==> src/rtl/time_display_pkg.sv <==
// Shared types, constants and the 7-segment encoder for the time display.
package time_display_pkg;

   localparam int unsigned SEC_W   = 6;
   localparam int unsigned MIN_W   = 6;
   localparam int unsigned HR_W    = 5;
   localparam int unsigned FIELD_W = 6;   // common converter width (hr zero-extended)
   localparam int unsigned SEG_W   = 7;
   localparam int unsigned SHIFT_N = 6;   // one shift per binary input bit
   localparam int unsigned CNT_W   = 26;  // holds BLINK_DIV-1 up to 2^26-2

   localparam logic [SEG_W-1:0] SEG_BLANK = 7'h7F;

   typedef enum logic [1:0] {IDLE, LOAD, SHIFT, COMMIT} state_t;

   // Time-of-day fields as presented by the counter, hr in the MSBs
   typedef struct packed {
      logic [HR_W-1:0]  hr;
      logic [MIN_W-1:0] min;
      logic [SEC_W-1:0] sec;
   } tod_t;

   // BCD digit to active-low segments (bit0=a .. bit6=g); non-decimal codes blank
   function automatic logic [SEG_W-1:0] seg7(input logic [3:0] d);
      logic [SEG_W-1:0] s;
      case (d)
         4'd0:    s = 7'b1000000;
         4'd1:    s = 7'b1111001;
         4'd2:    s = 7'b0100100;
         4'd3:    s = 7'b0110000;
         4'd4:    s = 7'b0011001;
         4'd5:    s = 7'b0010010;
         4'd6:    s = 7'b0000010;
         4'd7:    s = 7'b1111000;
         4'd8:    s = 7'b0000000;
         4'd9:    s = 7'b0010000;
         default: s = SEG_BLANK;
      endcase
      return s;
   endfunction

endpackage

==> src/rtl/time_display_bin2bcd6_step.sv <==
// Sequential 6-bit binary to two-digit BCD converter (shift-and-add-3).
// Ports: clk, rst (sync, active-high), load (capture din, clear BCD),
//        shift (one adjust+shift step), din[5:0], tens/ones BCD digits.
module bin2bcd6_step
   import time_display_pkg::*;
(
   input  logic               clk,
   input  logic               rst,
   input  logic               load,
   input  logic               shift,
   input  logic [FIELD_W-1:0] din,
   output logic [3:0]         tens,
   output logic [3:0]         ones
);

   logic [FIELD_W-1:0] bin;
   logic [7:0]         bcd;
   logic [7:0]         adj;

   // Add 3 to any nibble >= 5 ahead of the shift
   always_comb begin
      adj = bcd;
      if (bcd[3:0] >= 4'd5) adj[3:0] = bcd[3:0] + 4'd3;
      if (bcd[7:4] >= 4'd5) adj[7:4] = bcd[7:4] + 4'd3;
   end

   always_ff @(posedge clk) begin
      if (rst) begin
         bin <= '0;
         bcd <= '0;
      end else if (load) begin
         bin <= din;
         bcd <= '0;
      end else if (shift) begin
         {bcd, bin} <= {adj[6:0], bin, 1'b0};
      end
   end

   assign tens = bcd[7:4];
   assign ones = bcd[3:0];

endmodule

==> src/rtl/time_display.sv <==
// HH:MM:SS display back end: samples async time fields, converts each to BCD
// once the inputs are stable and changed, and drives six active-low digits.
// Ports: clk, rst (sync, active-high), sec/min/hr binary fields, set_mode
//        (async, blinks HH/MM), HEX0..HEX5 segments, update_done commit pulse.
module time_display
   import time_display_pkg::*;
#(
   parameter int unsigned BLINK_DIV = 25_000_000
) (
   input  logic             clk,
   input  logic             rst,
   input  logic [SEC_W-1:0] sec,
   input  logic [MIN_W-1:0] min,
   input  logic [HR_W-1:0]  hr,
   input  logic             set_mode,
   output logic [SEG_W-1:0] HEX0,
   output logic [SEG_W-1:0] HEX1,
   output logic [SEG_W-1:0] HEX2,
   output logic [SEG_W-1:0] HEX3,
   output logic [SEG_W-1:0] HEX4,
   output logic [SEG_W-1:0] HEX5,
   output logic             update_done
);

   state_t           state;
   tod_t             cur;
   tod_t             smp;
   tod_t             committed;
   tod_t             ld;
   logic [2:0]       bit_cnt;
   logic [SEG_W-1:0] hex_r [6];
   logic [3:0]       s_tens, s_ones, m_tens, m_ones, h_tens, h_ones;
   logic             conv_load, conv_shift;

   logic             sm_meta, set_mode_s;
   logic [CNT_W-1:0] blink_cnt;
   logic             phase;
   logic             blank;

   assign cur        = {hr, min, sec};
   assign conv_load  = (state == LOAD);
   assign conv_shift = (state == SHIFT);

   bin2bcd6_step u_sec (.clk(clk), .rst(rst), .load(conv_load), .shift(conv_shift),
                        .din(smp.sec), .tens(s_tens), .ones(s_ones));
   bin2bcd6_step u_min (.clk(clk), .rst(rst), .load(conv_load), .shift(conv_shift),
                        .din(smp.min), .tens(m_tens), .ones(m_ones));
   bin2bcd6_step u_hr  (.clk(clk), .rst(rst), .load(conv_load), .shift(conv_shift),
                        .din(FIELD_W'(smp.hr)), .tens(h_tens), .ones(h_ones));

   // Sampling, conversion sequencing and digit commit
   always_ff @(posedge clk) begin
      if (rst) begin
         state       <= IDLE;
         smp         <= '0;
         committed   <= '1;   // 31:63:63 never matches a zero sample, forcing a first conversion
         ld          <= '0;
         bit_cnt     <= '0;
         update_done <= 1'b0;
         for (int i = 0; i < 6; i++) hex_r[i] <= SEG_BLANK;
      end else begin
         smp         <= cur;
         update_done <= 1'b0;
         case (state)
            IDLE: begin
               // Two matching samples guard against catching a field mid-change
               if ((cur == smp) && (smp != committed)) state <= LOAD;
            end
            LOAD: begin
               ld      <= smp;
               bit_cnt <= '0;
               state   <= SHIFT;
            end
            SHIFT: begin
               bit_cnt <= bit_cnt + 3'd1;
               if (bit_cnt == 3'(SHIFT_N - 1)) state <= COMMIT;
            end
            COMMIT: begin
               hex_r[0]    <= seg7(s_ones);
               hex_r[1]    <= seg7(s_tens);
               hex_r[2]    <= seg7(m_ones);
               hex_r[3]    <= seg7(m_tens);
               hex_r[4]    <= seg7(h_ones);
               hex_r[5]    <= seg7(h_tens);
               committed   <= ld;
               update_done <= 1'b1;
               state       <= IDLE;
            end
            default: state <= IDLE;
         endcase
      end
   end

   // set_mode synchroniser and blink phase generator
   always_ff @(posedge clk) begin
      if (rst) begin
         sm_meta    <= 1'b0;
         set_mode_s <= 1'b0;
         blink_cnt  <= '0;
         phase      <= 1'b0;
      end else begin
         sm_meta    <= set_mode;
         set_mode_s <= sm_meta;
         if (!set_mode_s) begin
            blink_cnt <= '0;
            phase     <= 1'b0;
         end else if (blink_cnt == CNT_W'(BLINK_DIV - 1)) begin
            blink_cnt <= '0;
            phase     <= ~phase;
         end else begin
            blink_cnt <= blink_cnt + CNT_W'(1);
         end
      end
   end

   // Gating with set_mode_s restores digits the same cycle set mode drops
   assign blank = phase & set_mode_s;

   assign HEX0 = hex_r[0];
   assign HEX1 = hex_r[1];
   assign HEX2 = blank ? SEG_BLANK : hex_r[2];
   assign HEX3 = blank ? SEG_BLANK : hex_r[3];
   assign HEX4 = blank ? SEG_BLANK : hex_r[4];
   assign HEX5 = blank ? SEG_BLANK : hex_r[5];

endmodule

==> config.mk <==
export PLATFORM = sky130hd
export DESIGN_NAME = time_display
export DESIGN_NICKNAME = d
export VERILOG_FILES = /design/src/rtl/time_display_pkg.sv /design/src/rtl/time_display_bin2bcd6_step.sv /design/src/rtl/time_display.sv
export SDC_FILE = /design/constraint.sdc
export NUM_CORES = 1
export LEC_CHECK = 0
export BUFFER_PORTS_ARGS = -buffer_cell sky130_fd_sc_hd__buf_4
export CORE_ASPECT_RATIO = 1.75
export CORE_MARGIN = 2
export CORE_UTILIZATION = 47
export DETAILED_ROUTE_END_ITERATION = 10
export SYNTH_ARGS = -nofsm -noshare
export SYNTH_HDL_FRONTEND = slang
export SYNTH_HIERARCHICAL = 1
export SYNTH_SLANG_ARGS = --single-unit
==> constraint.sdc <==
create_clock -name clk -period 3.4 [get_ports clk]
set_input_delay 0.68 -clock clk [delete_from_list [all_inputs] [get_ports clk]]
set_output_delay 0.68 -clock clk [all_outputs]
set_load 0.05 [all_outputs]
Word level (Yosys, flattened, before mapping)
Memory sizes are Yosys's and may differ from the RTL's. A register that Yosys moved wholly into a read port is not among the register bits.
Cells that the tools add are included.
Word-level totals
  flip-flop bits (word level): 128
  bits of input ports: 20
  logic and storage cells: 124
  memories: 7
  memory bits (writable): 42
  output and inout bits: 43
  ROM bits: 672
Cells by class
  bitwise gates (word level): 9
  order comparisons: 6
  reduce and logical (&&, ||, !) cells: 7
  equal/unequal tests: 9
  muxes and demuxes: 55
  add/sub/neg operators: 8
Memories
  (no name shown): depth 16, width 7, read ports 1, clocked after Yosys merged registers in 1, write ports 0, line time_display_pkg.sv:26  | case (d)
  (no name shown): depth 16, width 7, read ports 1, clocked after Yosys merged registers in 1, write ports 0, line time_display_pkg.sv:26
  (no name shown): depth 16, width 7, read ports 1, clocked after Yosys merged registers in 1, write ports 0, line time_display_pkg.sv:26
  (no name shown): depth 16, width 7, read ports 1, clocked after Yosys merged registers in 1, write ports 0, line time_display_pkg.sv:26
  (no name shown): depth 16, width 7, read ports 1, clocked after Yosys merged registers in 1, write ports 0, line time_display_pkg.sv:26
  (no name shown): depth 16, width 7, read ports 1, clocked after Yosys merged registers in 1, write ports 0, line time_display_pkg.sv:26
  +1 memories
Operators by type and width (number)
  $mux W7: 22
  $mux W4: 15
  $add A26 B1 Y26 const B: 1
  $eq A26 B25 Y1 const B: 1
  $ge A4 B3 Y1 const B: 6
  $mux W6: 4
  $eq A17 B17 Y1: 1
  $ne A17 B17 Y1: 1
  $add A4 B2 Y4 const B: 3
  $mux W5: 2
  $add A3 B2 Y3 const B: 3
  $mux W3: 3
  $pmux W2 S4: 1
  $or A1 B1 Y1: 6
  $pmux W3 S2: 1
  $mux W1: 5
  $eq A2 B2 Y1 const B: 2
  $mux W2: 2
  $reduce_or A2 Y1: 2
  $add A3 B1 Y3 const B: 1
  $eq A3 B3 Y1 const B: 1
  $reduce_or A3 Y1: 1
  $eq A2 B1 Y1 const B: 1
  $logic_not A2 Y1: 1
  7 further kinds: 8

Depth between registers and ports, before layout
Gate-level depths: netlist (run 1).
  depth in word-level cells: 5
  mapped depth: 8
  gate-level depth less buffers: 7

By module
Netlist (run 1), hierarchy kept.
By module, submodules not included
  time_display: cells each 669, area each 6324.8 µm², times used 1, seq. area each 2982.9 µm²
  bin2bcd6_step: cells each 91, area each 803.3 µm², times used 3, seq. area each 280.3 µm²

Worst setup path after synthesis (run 1)
OpenSTA, ideal clock, no wires.
  kind: register to register
  from: register state[0]
  to: memory hex_r[0][0], enable pin
  setup slack: 1.156 ns
  arrival: 1.864 ns
  data required time: 3.019 ns
  period minus slack after synthesis: 2.244 ns
  path buffers: 2
  stages on the path, launching flop included: 5
  library setup time: 0.381 ns
  path through: dfxtp_1 > ha_1 > clkbuf_1 > clkbuf_1 > or2_2
RTL lines
  start, declared: line time_display.sv:25  | state_t state;
  start signal, assigned: line time_display.sv:54  | state <= IDLE;
  start signal, assigned: line time_display.sv:67  | if ((cur == smp) && (smp != committed)) state <= LOAD;
  start signal, assigned: line time_display.sv:72  | state <= SHIFT;
  end, declared: line time_display.sv:31  | logic [SEG_W-1:0] hex_r [6];

Worst setup path in the final report (run 1)
  from: register phase
  to: output HEX3[2]
Between the ends
  word-level cells in the longest chain between the ends: 2
RTL lines
  start, declared: line time_display.sv:37  | logic phase;
  start signal, assigned: line time_display.sv:109  | phase <= ~phase;
  $and A1 B1 Y1: line time_display.sv:117  | assign blank = phase & set_mode_s;
  $mux W7: line time_display.sv:122  | assign HEX3 = blank ? SEG_BLANK : hex_r[3];
  end, declared: line time_display.sv:19  | output logic [SEG_W-1:0] HEX3,
No other way between the ends.

==> run summary, run 1 <==
outcome = complete, no violations
drt initial violations = 239
synthesized area per cell = 9.27 µm²
max frequency = 409 MHz
# clock sinks = 170
TNS Setup = 0 ns
count of cell types in the netlist = 49
Max clock buf depth = 2
ANT cells = 0
GRT Util Overall = 0.178
GRT Residual Overflow = 0
Worst R2R Setup Slack = 1.26 ns
row count = 66
power per cell area = 423 mW/mm²
Worst setup EP type = output pin
DP Area = 0.00930 mm²
Period minus WS final = 2.45 ns
Post-synth ARST share = 0
peak supply drop = 0.329 mV
nets = 1,047
Ports = 63
Min-Delay Path Class = in -> reg
Power Total = 4.21 mW
reg2reg end = hex_r[1][6]
H-tree levels = 4
largest net degree at the start of global routing = 64
final wirelength = 16,500 µm
CP Capture Point = HEX3[2]
Worst Tran Pin Value = 0.863 ns
core area = 0.0184 mm²
register area = 0.00382 mm²
Syn Std Cell Area = 0.00873 mm²
average wire per standard cell = 13.4 µm
sequential area share after synthesis = 0.438
Core Util, Final = 0.539
number of setup violations in the final report = 0
DRC = 0
worst path bufs/invs = 1
worst skew pair latency = 0.43 ns
dominant cell type by area after synthesis = dfxtp_1
DR vias = 6,304
CTS root buffer = clkbuf_16
Setup CP Type = reg -> out
clk_skew = 0.0174 ns
RSZ-0062 raised after global routing = false
# fillers = 1,700
Startpoint Class = flop
Leak = 3.25 nW
worst reg2reg path startpoint = state[0]
Post-DRT Antenna Nets = 0
die height = 184 µm
first-pass GRT wire length = 28,500 µm
final instance area = 0.00993 mm²
fin crit share = 0.720
fin. max-slew vios = 0
Synth Register Bits = 170
CTS tree = yes
Max Cap Viol = 0
Final Hold Slack = 0.459 ns
crit-path max FO = 28
arrival time worst endpoint = 1.77 ns
Syn Inst Count = 942
Reg2Reg Depth = 4
ranking of synthesized cells by area = dfxtp_1, edfxtp_1, ha_1, nor2_1, nand2b_1
Levels on crit path = 3
Worst Slack Setup Final = 0.953 ns
Die ar. = 0.0197 mm²
Post-synth top cells = dfxtp_1, nor2_1, nand2b_1
Inst Count DP = 1,196
port bufs = 62
worst slack at placement = 1.19 ns
most numerous cell in the Yosys netlist = dfxtp_1
CTS Hold Bufs = 0
number of buffers created by CTS = 17
post-synth top area share = 0.293
Synth-to-Final Area Change = 13.7%
EDFF count, synth = 42
Vias/cell = 5.13
Crit path largest cell delay = 0.50 ns
Final Hold Violating Endpoints = 0
CP required = 2.72 ns
Critical Path Source = phase
YS warnings = 6
Post-Syn Nets = 1,012
Post-CTS Setup Inserts = 0
top_reg_cell synth = dfxtp_1
critical path's top delay family = simple AND/OR/NAND/NOR gates
worst rel slew slack = 0.423
DRT Pass-1 Iters = 5
fin cells = 1,228
HPWL Detailed = 11,600 µm
vias in the first global route = 6,085
CP Cell Sequence = nand2_1, nand2b_1, buf_4
Crit-path slowest cell = nand2_1
clock transition at the registers of the reported paths = 0.07 ns
share of layout cells above drive strength 1 = 0.132
initial core utilization = 0.474
multi-input logic area = 0.00449 mm²
post_cts resized = 0
Die Wd = 107 µm
hold_sp = set_mode
antenna violations before repair = 0
Routability Congestion = 0.765
worst reg2reg max path: cells and delay by family, from the launching register on:
kind	cells	cell delay [ns]
fa+ha+maj	1	0.16
buf+inv	2	0.67
simple gates	1	0.60
flops	1	0.39
logic make-up after synthesis:
family                     after synthesis  synth area share
AOI/OAI and AO/OA                      157             0.112
other                                    1          0.000429
and+or+nand+nor                        358             0.211
adders and majority gates               50            0.0716
muxes                                   51            0.0606
buffers and inverters                   98            0.0494
DFF                                    170             0.438
xor gates and xnor gates                57            0.0572
layout by cell type, fill, tap and decap left out, types with 7 or more instances in the layout:
| cell type | Yosys | layout |
|---|---|---|
| nand2b_1 | 59 | 59 |
| nand3_1 | 28 | 28 |
| o211ai_1 | 9 | 9 |
| a2111o_1 | 9 | 9 |
| buf_4 | 6 | 67 |
| ha_1 | 50 | 48 |
| a211o_1 | 17 | 17 |
| mux2_2 | 15 | 15 |
| nor3_1 | 7 | 7 |
| nor2_1 | 113 | 113 |
| mux2i_1 | 36 | 36 |
| nand3b_1 | 7 | 7 |
| or3_1 | 8 | 8 |
| o22ai_1 | 13 | 13 |
| o21ai_0 | 42 | 42 |
| xnor2_1 | 28 | 28 |
| dfxtp_1 | 128 | 128 |
| a21oi_1 | 50 | 50 |
| nor2b_1 | 41 | 40 |
| xor2_1 | 29 | 29 |
| nand2_1 | 49 | 49 |
| clkbuf_16 | 0 | 19 |
| inv_1 | 46 | 46 |
| edfxtp_1 | 42 | 42 |
| or2_2 | 8 | 8 |
worst min path at each step:
stage / end / cells past startpoint
after global placement: committed[5] / 1
after global routing: sm_meta / 2
final: sm_meta / 2
after detailed placement: committed[15] / 1
after CTS: sm_meta / 2
after floorplan: set_mode_s / 1
where the power goes:
group	leakage [nW]	switching, mW	internal [mW]
Sequential	1.32	0.0179	2.08
Clock	0.311	0.844	1.16
Combinational	1.62	0.0611	0.0437
layout make-up:
type                       instances  share of cell area
clock buffer                      21              0.0506
clock inverter                    11              0.0127
sequential                       170               0.385
multi-input combinational        674               0.452
inverter                          46              0.0174
timing repair buffer              68              0.0527
tap                              238              0.0300
per-layer routing:
metal | vias up | GRT usage | share of wire
met3 | 21 | 0.0301 | 0.021
li1 | 3275 | - | -
met1 | 2926 | 0.202 | 0.42
met5 | - | 0 | 0
met4 | 0 | 0.0675 | 0.017
met2 | 82 | 0.329 | 0.54
flip-flops by register name, indices dropped and copies added (netlist names), 2 cells and up:
name / count
blink_cnt: 26
hex_r: 42
ld: 17
u_hr/bcd: 8
smp: 17
state: 2
u_sec/bcd: 8
u_hr/bin: 6
u_min/bcd: 8
u_min/bin: 6
u_sec/bin: 6
bit_cnt: 3
committed: 17
No activity file was read; power rests on OpenSTA's default activity.
==> inputs of run 2 (changes only) <==
Settings changed: ABC_AREA set to 1.
Clock period 3.4 ns to 2.5 ns, I/O delays scaled along.
==> run 2 against run 1 <==
Compared with the run above: flip-flop and latch count is the same; total power grew 98%; clock power grew 31%; global-route usage grew 2.1 points; hold slack lost 0.17 ns; sequential share of layout area grew 0.12 points.
==> run summary, run 2 <==
Vias/cell = 4.92 (was 5.13)
Setup CP Type = reg -> out (unchanged)
share of layout cells above drive strength 1 = 0.125 (was 0.132)
Final Hold Violating Endpoints = 0 (unchanged)
sequential area share after synthesis = 0.449 (was 0.438)
Die ar. = 0.0192 mm² (was 0.0197 mm²)
# clock sinks = 170 (unchanged)
Leak = 4.36 nW (was 3.25 nW)
H-tree levels = 4 (unchanged)
peak supply drop = 0.536 mV (was 0.329 mV)
most numerous cell in the Yosys netlist = nand2_1 (was dfxtp_1)
count of cell types in the netlist = 45 (was 49)
Syn Inst Count = 1,101 (was 942)
number of buffers created by CTS = 17 (unchanged)
Largest register FFs = 42 (unchanged)
fin. max-slew vios = 0 (unchanged)
Startpoint Class = flop (unchanged)
critical path's top delay family = buffers and inverters (was simple AND/OR/NAND/NOR gates)
Worst Slack Setup Final = 0.596 ns (was 0.953 ns)
ANT cells = 0 (unchanged)
Max Cap Viol = 0 (unchanged)
number of setup violations in the final report = 0 (unchanged)
average wire per standard cell = 12.7 µm (was 13.4 µm)
Post-Syn Nets = 1,171 (was 1,012)
arrival time worst endpoint = 1.40 ns (was 1.77 ns)
die height = 182 µm (was 184 µm)
Core Util, Final = 0.553 (was 0.539)
Min-Delay Path Class = in -> reg (unchanged)
power per cell area = 839 mW/mm² (was 423 mW/mm²)
Crit path largest cell delay = 0.32 ns (was 0.50 ns)
CTS Hold Bufs = 0 (unchanged)
worst rel slew slack = 0.565 (was 0.423)
Post-synth ARST share = 0 (unchanged)
GRT Residual Overflow = 0 (unchanged)
synthesized area per cell = 7.73 µm² (was 9.27 µm²)
Hold Crit Depth = 3 (was 2)
port bufs = 62 (unchanged)
fin cells = 1,424 (was 1,228)
Worst setup EP type = output pin (unchanged)
WHS Endpoint = smp[4] (was sm_meta)
clock transition at the registers of the reported paths = 0.07 ns (about the same)
reg2reg end = hex_r[5][1] (was hex_r[1][6])
hold_sp = sec[4] (was set_mode)
Max clock buf depth = 2 (unchanged)
dominant cell type by area after synthesis = dfxtp_1 (unchanged)
leading cell type in the layout, fill and taps excluded = nand2_1 (was dfxtp_1)
drt initial violations = 235 (was 239)
Crit-path slowest cell = dfxtp_1 (was nand2_1)
top_reg_cell synth = dfxtp_1 (unchanged)
largest net degree at the start of global routing = 48 (was 64)
vias in the first global route = 6,611 (was 6,085)
Reg2Reg Depth = 8 (was 4)
fin crit share = 0.761
final wirelength = 18,100 µm (was 16,500 µm)
worst skew pair latency = 0.43 ns (about the same)
Post-synth top cells = nand2_1, inv_1, dfxtp_1 (was dfxtp_1, nor2_1, nand2b_1)
CTS tree = yes (unchanged)
first-pass GRT wire length = 30,900 µm (was 28,500 µm)
RSZ-0062 raised after global routing = false (unchanged)
Top reg by flops = hex_r (unchanged)
Worst Tran Pin Value = 0.653 ns (was 0.863 ns)
Post-CTS Setup Inserts = 0 (unchanged)
worst reg2reg path startpoint = state[0] (unchanged)
DRT Pass-1 Iters = 4 (was 5)
core area = 0.0179 mm² (was 0.0184 mm²)
initial core utilization = 0.476 (was 0.474)
ranking of synthesized cells by area = dfxtp_1, edfxtp_1, nand2_1, inv_1, ha_1 (was dfxtp_1, edfxtp_1, ha_1, nor2_1, nand2b_1)
TNS Setup = 0 ns (unchanged)
worst path bufs/invs = 2 (was 1)
Routability Congestion = 0.816 (was 0.765)
crit-path max FO = 28 (unchanged)
Post-DRT Antenna Nets = 0 (unchanged)
YS warnings = 6 (unchanged)
worst slack at placement = 0.523 ns (was 1.19 ns)
Worst R2R Setup Slack = 0.62 ns (was 1.26 ns)
Synth Register Bits = 170 (unchanged)
Synth-to-Final Area Change = 16.3% (was 13.7%)
post_cts resized = 0 (unchanged)
largest registers = hex_r x42, blink_cnt x26 (unchanged)
Period minus WS final = 1.90 ns
antenna violations before repair = 0 (unchanged)
nets = 1,247 (was 1,047)
most frequent cells in the layout = nand2_1, inv_1, dfxtp_1 (was dfxtp_1, nor2_1, buf_4)
DRC = 0 (unchanged)
Die Wd = 106 µm (was 107 µm)
GRT Util Overall = 0.199 (was 0.178)
Ports = 63 (unchanged)
clk_skew = 0.0102 ns (was 0.0174 ns)
Syn Std Cell Area = 0.00851 mm² (was 0.00873 mm²)
outcome = complete, no violations (unchanged)
DR vias = 7,011 (was 6,304)
CP required = 2.00 ns (was 2.72 ns)
EDFF count, synth = 42 (unchanged)
row count = 65 (was 66)
max frequency = 525 MHz
CP Cell Sequence = nand2_1, buf_4, nand2_1, buf_4 (was nand2_1, nand2b_1, buf_4)
Inst Count DP = 1,392 (was 1,196)
CTS root buffer = clkbuf_16 (unchanged)
HPWL Detailed = 13,600 µm (was 11,600 µm)
post-synth top area share = 0.301 (was 0.293)
==> run 2: report_power, final <==
part	internal (mW)	total [mW]	switching, mW
logic	0.799	2.18	1.38
clock network	1.46	2.63	1.17
registers	3.20	3.50	0.301
total	5.46	8.31	2.85
==> run 2: logic make-up after synthesis <==
kind of cell	after synthesis	synth area share
AND/OR/NAND/NOR	479	0.243
buffers and inverters	203	0.0913
AO/OA/AOI/OAI	177	0.121
flip-flops	170	0.449
adder cells (fa/ha/maj)	50	0.0735
XOR/XNOR	21	0.0216
other	1	0.000440
==> run 2: stage by stage <==
step | power, mW | hold slack [ns] | cell area (µm²)
2_1_floorplan | 5.16 | 0.388 | 8510
3_3_place_gp | 5.72 | 0.401 | 9320
3_5_place_dp | 5.76 | 0.398 | 9320
4_1_cts | 8.38 | 0.275 | 9900
5_1_grt | 8.85 | 0.279 | 9900
6_report | 8.31 | 0.285 | 9900
==> run 2: worst max path at each step <==
stage | startpoint | endpoint | slack [ns] | cells after the start
after floorplan | state[0] | hex_r[0][0] | 0.60 | 3
after global placement | rst | hex_r[1][6] | 0.56 | 7
after detailed placement | rst | hex_r[0][3] | 0.52 | 7
after CTS | phase | HEX3[0] | 0.52 | 4
after global routing | state[0] | hex_r[2][1] | 0.41 | 8
final | phase | HEX3[0] | 0.60 | 4
==> run 2: metal layers <==
| metal | up-vias | part of all wire | track usage |
|---|---|---|---|
| li1 | 3692 | - | - |
| met1 | 3219 | 0.40 | 0.204 |
| met2 | 79 | 0.56 | 0.396 |
| met3 | 21 | 0.019 | 0.0323 |
| met4 | 0 | 0.021 | 0.0700 |
| met5 | - | 0 | 0 |
==> run 2: cell type report <==
class	count	area, µm²
Tap cell	234	293
Sequential cell	170	3820
Clock buffer	20	457
Fill cell	1715	7990
Clock inverter	12	131
Multi-Input combinational cell	728	3910
Inverter	184	691
Timing Repair Buffer	76	596
==> run 2: tightest hold or removal path, delay by kind of cell <==
family                 cells  cell delay (ns)
buffers and inverters      2             0.12
and+or+nand+nor            1             0.06
